===== config.mk =====
export PLATFORM = sky130hd
export DESIGN_NAME = flow_led_ctrl
export DESIGN_NICKNAME = d
export VERILOG_FILES = /design/src/rtl/flow_led_ctrl.sv
export SDC_FILE = /design/constraint.sdc
export NUM_CORES = 1
export LEC_CHECK = 0
export ABC_AREA = 1
export CORE_ASPECT_RATIO = 0.6
export CORE_MARGIN = 2
export CORE_UTILIZATION = 50
export DETAILED_ROUTE_END_ITERATION = 10
export PLACE_DENSITY = 0.78
export SLEW_MARGIN = 20
export SYNTH_ARGS = -nofsm -noshare
export SYNTH_HDL_FRONTEND = slang
export SYNTH_SLANG_ARGS = --single-unit
export TNS_END_PERCENT = 5

===== constraint.sdc =====
create_clock -name sys_clk -period 1.78 [get_ports sys_clk]
set_input_delay 0.534 -clock sys_clk [delete_from_list [all_inputs] [get_ports sys_clk]]
set_output_delay 0.534 -clock sys_clk [all_outputs]
set_load 0.1 [all_outputs]

===== src/rtl/flow_led_ctrl.sv =====
// flow_led_ctrl: LED pattern engine driven by one step timer.
// Modes: rotate left, rotate right, bounce (one-hot walk), blink.
// Speed scales the step period by a right shift; pause freezes everything.
module flow_led_ctrl #(
  parameter int LED_NUM     = 4,
  parameter int STEP_CYCLES = 25_000_000,
  parameter int CNT_W       = 25
) (
  input  logic               sys_clk,
  input  logic               sys_rst,
  input  logic [1:0]         mode,
  input  logic [1:0]         speed,
  input  logic               pause,
  output logic [LED_NUM-1:0] led,
  output logic               step_tick
);

  typedef enum logic {DIR_UP, DIR_DOWN} dir_e;

  logic [CNT_W-1:0]   cnt_q, cnt_d, period;
  logic [LED_NUM-1:0] led_q, led_d;
  logic [1:0]         mode_q, mode_d;
  dir_e               dir_q, dir_d;
  logic               step_tick_q, step_tick_d;
  logic               tick;
  logic [LED_NUM-1:0] rotl, rotr, shl, shr, init_pat;

  // Period shrinks with speed; ">=" below absorbs a shrink mid-period.
  assign period = CNT_W'(STEP_CYCLES >> speed);
  assign tick   = !pause && (cnt_q >= period - CNT_W'(1));

  // Per-bit neighbour taps; the modulo wrap keeps LED_NUM=1 legal.
  for (genvar i = 0; i < LED_NUM; i++) begin : g_bit
    assign rotl[i] = led_q[(i + LED_NUM - 1) % LED_NUM];
    assign rotr[i] = led_q[(i + 1) % LED_NUM];
    if (i == 0) begin : g_shl0
      assign shl[i] = 1'b0;
    end else begin : g_shln
      assign shl[i] = led_q[i-1];
    end
    if (i == LED_NUM - 1) begin : g_shrn
      assign shr[i] = 1'b0;
    end else begin : g_shr
      assign shr[i] = led_q[i+1];
    end
  end

  // Blink starts all-on; every other mode starts from bit0.
  assign init_pat = (mode == 2'd3) ? {LED_NUM{1'b1}} : LED_NUM'(1);

  // Step counter and pattern next-state.
  always_comb begin
    cnt_d       = cnt_q;
    led_d       = led_q;
    mode_d      = mode_q;
    dir_d       = dir_q;
    step_tick_d = 1'b0;
    if (!pause) begin
      if (tick) begin
        cnt_d       = '0;
        step_tick_d = 1'b1;
        if (mode != mode_q) begin
          // A mode switch spends its step on the reload.
          mode_d = mode;
          dir_d  = DIR_UP;
          led_d  = init_pat;
        end else begin
          unique case (mode_q)
            2'd0: led_d = rotl;
            2'd1: led_d = rotr;
            2'd2: begin
              if (LED_NUM == 1) begin
                led_d = led_q;
              end else if (dir_q == DIR_UP) begin
                led_d = shl;
                if (shl[LED_NUM-1]) dir_d = DIR_DOWN;
              end else begin
                led_d = shr;
                if (shr[0]) dir_d = DIR_UP;
              end
            end
            default: led_d = ~led_q;
          endcase
        end
      end else begin
        cnt_d = cnt_q + CNT_W'(1);
      end
    end
  end

  // State registers, async reset to bit0-on / idle.
  always_ff @(posedge sys_clk or posedge sys_rst) begin
    if (sys_rst) begin
      cnt_q       <= '0;
      led_q       <= LED_NUM'(1);
      mode_q      <= 2'd0;
      dir_q       <= DIR_UP;
      step_tick_q <= 1'b0;
    end else begin
      cnt_q       <= cnt_d;
      led_q       <= led_d;
      mode_q      <= mode_d;
      dir_q       <= dir_d;
      step_tick_q <= step_tick_d;
    end
  end

  assign led = led_q;
  // Masked so a pause raised right after a step never shows a strobe.
  assign step_tick = step_tick_q && !pause;

endmodule


==> qor.yml, run 1 <==
logic_synthesis:
  synth-async-reset-ratio_pct: 100
  synth_edf_count: 0
  syn_inst: 383
  synth_top_area_share_pct: 29.4
  yosys_warnings: 0
  syn_area_per_cell_um2: 7.11
  synth.largest_area_cell: "dfrtp_1"
  seq_area_frac_synth_pct: 30.4
  synth_seq_cells: 33
  synthDistinctLibCells: 38
  synth_area_um2: 2720
  ys.flop_type: "dfrtp_1"
  synth_area_leaders: "dfrtp_1, nand2_1, ha_1"
clock_tree:
  cts.clk_slew.worst_paths_ns: 0.07
  cts_sinks: 33
  numCtsBuffers: 5
  insertion_delay_ns: 0.29
  cts_tree: "done"
  cts.htree.levels: 2
  cts_root_buf: "clkbuf_8"
  cts_buffer_depth: 2
placement:
  numPortBuffers: 11
  hpwlAfterDp_um: 5880
  gp_congestion: 1.01
die:
  io_pins: 12
  dieArea_um2: 6070
  start_util_pct: 52.8
  die_w_um: 99.3
  die_h_um: 61.2
  core-area_um2: 5150
  rows: 20
drt:
  drc: 0
  num_vias: 2918
  wl_per_cell_um: 16.5
  ant_nets: 0
  avgViaCountPerCell: 5.57
  drtIter0Drc: 328
  totalWireLength_um: 8650
  first_pass_iters: 5
grt:
  overflow: 0
  antenna_found_initial: 0
  grt.total_usage_pct: 29.1
  grt_max_degree: 34
  grt_pass1_wl_um: 13400
  grt_pass1_vias: 2676
timing:
  setup_slack_ns: -0.546
  finalSetupViolCount: 33
  clock_skew_ns: 0.0129
  hold_viol: 0
  period_needed_ns: 2.33
  whs_ns: 0.534
  rsz0062_at_grt: "yes"
  clock.fmax_ghz: 0.430
  slew_violations: 0
  timing.final.crit_share_pct: 131
  tns_ns: -16.92
worst_setup_path:
  crit_fanout: 5
  worst_r2r_path_depth: 12
  worstSetupPathType: "primary input to register"
  endpoint_kind: "register"
  required_ns: 1.97
  start_kind: "primary input"
  crit_start: "speed[1]"
  crit_arrival_ns: 2.51
  r2r_start: "cnt_q[14]"
finish:
  antenna_cells: 0
  fin_nets: 486
  syn_to_final_growth_pct: 37.9
  drive_gt1_share_pct: 28.8
worst_hold_path:
  hp-start: "led[0]"
  hold_class: "register to register"
  min_path_cells: 2
pwr:
  vdd.ir_drop.worst_mv: 0.597
  power_density_nw_per_um2: 681
  cellLeakagePower_nw: 1.90
status:
  violations: "negative setup slack"
  status: "finished, violations left"
job:
  cap_violations: 0
==> registers in the layout (all words and copies together) (netlist names) <==
register     flops
mode_q           2
step_tick_q      1
dir_q            1
led              4
cnt_q           25
==> cell families (layout without fill, tap and decap cells) <==
logic type,Yosys count,in the layout,share of synthesized area (%)
AO/OA/AOI/OAI,36,36,8.04
XOR/XNOR,17,17,5.47
adder cells (fa/ha/maj),22,22,10.1
buffers and inverters,59,133,9.47
flip-flops,33,33,30.4
other,2,3,0.276
AND/OR/NAND/NOR,214,214,36.3
==> cells in the mapped netlist, drive strengths merged (3+ instances only) <==
library cell and instances:
nor3 13, ha 22, a21o 3, a21oi 16, buf 6, nand3 30
nor2 50, o21ai 11, nand4 11, xor2 15, inv 51, nand2 105
dfrtp 32
==> worst paths after layout <==
path / end / slack (ns)
min reg2reg: led[0] / 0.53
min in group asynchronous: cnt_q[24] / 0.58
min: led[0] / 0.53
max: dir_q / -0.55
max in group asynchronous: led[0] / 0.94
max reg2reg: dir_q / -0.24
==> layout make-up <==
cell class | count | area [um2]
clock buffers | 7 | 96.3
well taps | 66 | 82.6
flip-flops and latches | 33 | 827
fillers | 378 | 1400
inverters | 51 | 204
clock inverters | 1 | 5.00
repair buffers | 74 | 731
multi-input cells | 292 | 1810
==> per-stage QoR <==
stage	instances	cell area (um2)	setup slack (ns)	util, %	total power [mW]
after floorplan	384	2800	-0.400	-	1.37
final	524	3750	-0.546	72.8	2.56
after global routing	524	3750	-0.613	72.8	2.69
after CTS	523	3680	-0.489	71.4	2.45
after detailed placement	505	3390	-1.16	65.8	1.75
after global placement	505	3390	-1.11	65.8	1.72
==> critical path, cell delays in order <==
cell and delay (ns):
buf_8 0.10, buf_8 0.13, nand2_8 0.07, inv_4 0.03
ha_4 0.23, ha_4 0.28, buf_4 0.11, and3_4 0.21
nand3_4 0.09, nor2_4 0.15, nor2_4 0.06, buf_4 0.15
nand2_8 0.07, buf_6 0.11, nand3_2 0.06, nand2_1 0.08
nand2_1 0.05
==> metal layers <==
| layer | vias to the layer above | GRT usage, % | wire length [um] |
|---|---|---|---|
| met5 | - | 0 | 0 |
| met4 | 0 | 7.05 | 140 |
| met3 | 17 | 9.99 | 885 |
| met2 | 140 | 43.5 | 3860 |
| met1 | 1379 | 40.9 | 3770 |
| li1 | 1382 | - | - |
==> cell usage in the layout (no fill, tap or decap), types with 3 or more instances in the layout <==
cell and n:
a21oi_1 13, clkdlybuf4s50_1 3, buf_4 54, o21ai_0 4, o21ai_2 5, nor2_1 36, nand3_2 7, conb_1 3
nand2_2 7, ha_1 20, dfrtp_1 32, inv_1 47, nor2_2 8, nand3_1 22, nand2_8 4, buf_12 8
xor2_1 15, nand2_1 94, nand4_1 11, clkbuf_8 7, buf_6 4, a21o_1 3, nor3_1 11, nor2_4 6
==> power breakdown <==
group          switching [mW]  internal, mW  leakage (nW)
combinational           0.545         0.462          1.42
clock                   0.295         0.350        0.0542
sequential             0.0701         0.835         0.432
total                   0.910          1.65          1.90
==> repair_timing <==
action | 4_1_cts | 5_1_grt
pin swaps | 9 | 12
buffers inserted | 8 | 2
setup endpoints to repair | 34 | 34
gates cloned | 2 | 0
gates resized for setup | 31 | 22
hold buffers | 0 | 0
(Power assumes the default switching activity.)
==> inputs of run 2 (changes only) <==
- DONT_BUFFER_PORTS: unset -> 1
- PLACE_DENSITY: 0.78 -> 0.76
==> qor.yml, run 2 (same netlist as run 1, synthesis figures left out) <==
drt:
  met3_length_um: 759
  num_vias: 2723
  wl_per_cell_um: 15.8
  drc: 0
  met1_length_um: 3540
  totalWireLength_um: 7830
  top_layer: "met4"
  ant_nets: 0
  wl_met2_um: 3350
  drtIter0Drc: 253
  first_pass_iters: 5
  avgViaCountPerCell: 5.50
job:
  cap_violations: 0
clock_tree:
  cts_root_buf: "clkbuf_8"
  numCtsBuffers: 5
  cts.clk_slew.worst_paths_ns: 0.07
  cts_tree: "done"
  insertion_delay_ns: 0.30
  cts_buffer_depth: 2
  cts.htree.levels: 2
  cts_sinks: 33
  hold_buffers: 0
timing:
  setup_slack_ns: -0.236
  slew_violations: 0
  hold_viol: 0
  rsz0062_at_grt: "yes"
  clock.fmax_ghz: 0.496
  finalSetupViolCount: 33
  timing.final.crit_share_pct: 113
  clock_skew_ns: 0.00900
  period_needed_ns: 2.02
grt:
  grt_max_degree: 34
  grt_pass1_vias: 2561
  grt_pass1_wl_um: 12600
  antenna_found_initial: 0
  grt.total_usage_pct: 27.5
  overflow: 0
placement:
  numPortBuffers: 0
  place_area_um2: 3160
  gp_congestion: 0.976
  hpwlAfterDp_um: 5890
  pre_cts_slack_ns: -0.503
finish:
  layout_common_cells: "nand2_1, inv_1, buf_4"
  largest_register_ffs: 25
  fin_nets: 457
  design_area_um2: 3470
  antenna_cells: 0
  syn_to_final_growth_pct: 27.5
  layout_commonest_cell: "nand2_1"
  nFillCells: 434
  drive_gt1_share_pct: 25.9
  regMostFlops: "cnt_q"
die:
  die_h_um: 61.2
  core-area_um2: 5150
  io_pins: 12
  die_w_um: 99.3
  dieArea_um2: 6070
  start_util_pct: 52.8
  rows: 20
worst_setup_path:
  required_ns: 1.95
  worstSetupPathType: "register to register"
  endpoint_kind: "register"
  start_kind: "register"
  crit_fanout: 16
  crit_arrival_ns: 2.19
  worst_r2r_path_depth: 12
pwr:
  power_mw: 2.49
  vdd.ir_drop.worst_mv: 0.523
  cellLeakagePower_nw: 1.76
  power_density_nw_per_um2: 717
worst_hold_path:
  hold_class: "primary input to asynchronous set/reset pin"
status:
  status: "finished, violations left"
  violations: "negative setup slack"
## run 2: per-stage QoR
step	utilization (%)	hold slack [ns]	std cells	TNS, ns
detailed placement	61.3	0.522	486	-15.52
global placement	61.3	0.517	486	-14.40
floorplan	-	0.484	384	-11.62
global route	67.3	0.249	495	-7.82
CTS	65.2	0.232	495	-3.11
finish	67.3	0.209	495	-6.76
## run 2: final cells by class
class                      instances  area, um2  share of cell area, %
clock buffer                       7       86.3                   2.49
clock inverter                     1       30.0                  0.865
inverter                          51        214                   6.16
multi-input combinational        292       1850                   53.4
sequential                        33        828                   23.9
tap                               66       82.6                   2.38
timing repair buffer              45        378                   10.9
## run 2: timing repair
item                                    CTS  global route
endpoints found under the hold margin     0             0
gates resized for setup                  21            19
buffers inserted                          0             0
endpoints found under the setup margin   33            33
pin swaps                                 8             8
gates cloned                              1             0
## run 2: path summary, 6_finish.rpt
path	slack, ns	end	startpoint
max	-0.24	led[2]	cnt_q[12]
min	0.21	step_tick_q	sys_rst
max in group asynchronous	1.22	led[0]	sys_rst
min reg2reg	0.55	dir_q	dir_q
max reg2reg	-0.24	led[2]	cnt_q[12]
min in group sys_clk	0.36	cnt_q[23]	pause
## run 2: power by group
group	total [mW]	switching [mW]	internal [mW]
combinational	0.822	0.455	0.367
sequential	0.919	0.0831	0.835
clock	0.748	0.292	0.456
total	2.49	0.830	1.66
## run 2: critical path, stage by stage (launching register included)
cell and delay [ns]:
dfrtp_1 0.41, ha_1 0.37, nand2_1 0.09, a21oi_1 0.17
nor2_1 0.07, nor2_1 0.13, nor2_2 0.07, nand2_2 0.09
nand2_4 0.07, nand2_4 0.12, nand2_8 0.12, nand2_1 0.09
o21ai_0 0.08
## run 2: layer usage
metal | track usage [%] | up-vias
li1 | - | 1316
met1 | 39.7 | 1255
met2 | 41.8 | 132
met3 | 5.90 | 20
met4 | 9.39 | 0
met5 | 0 | -
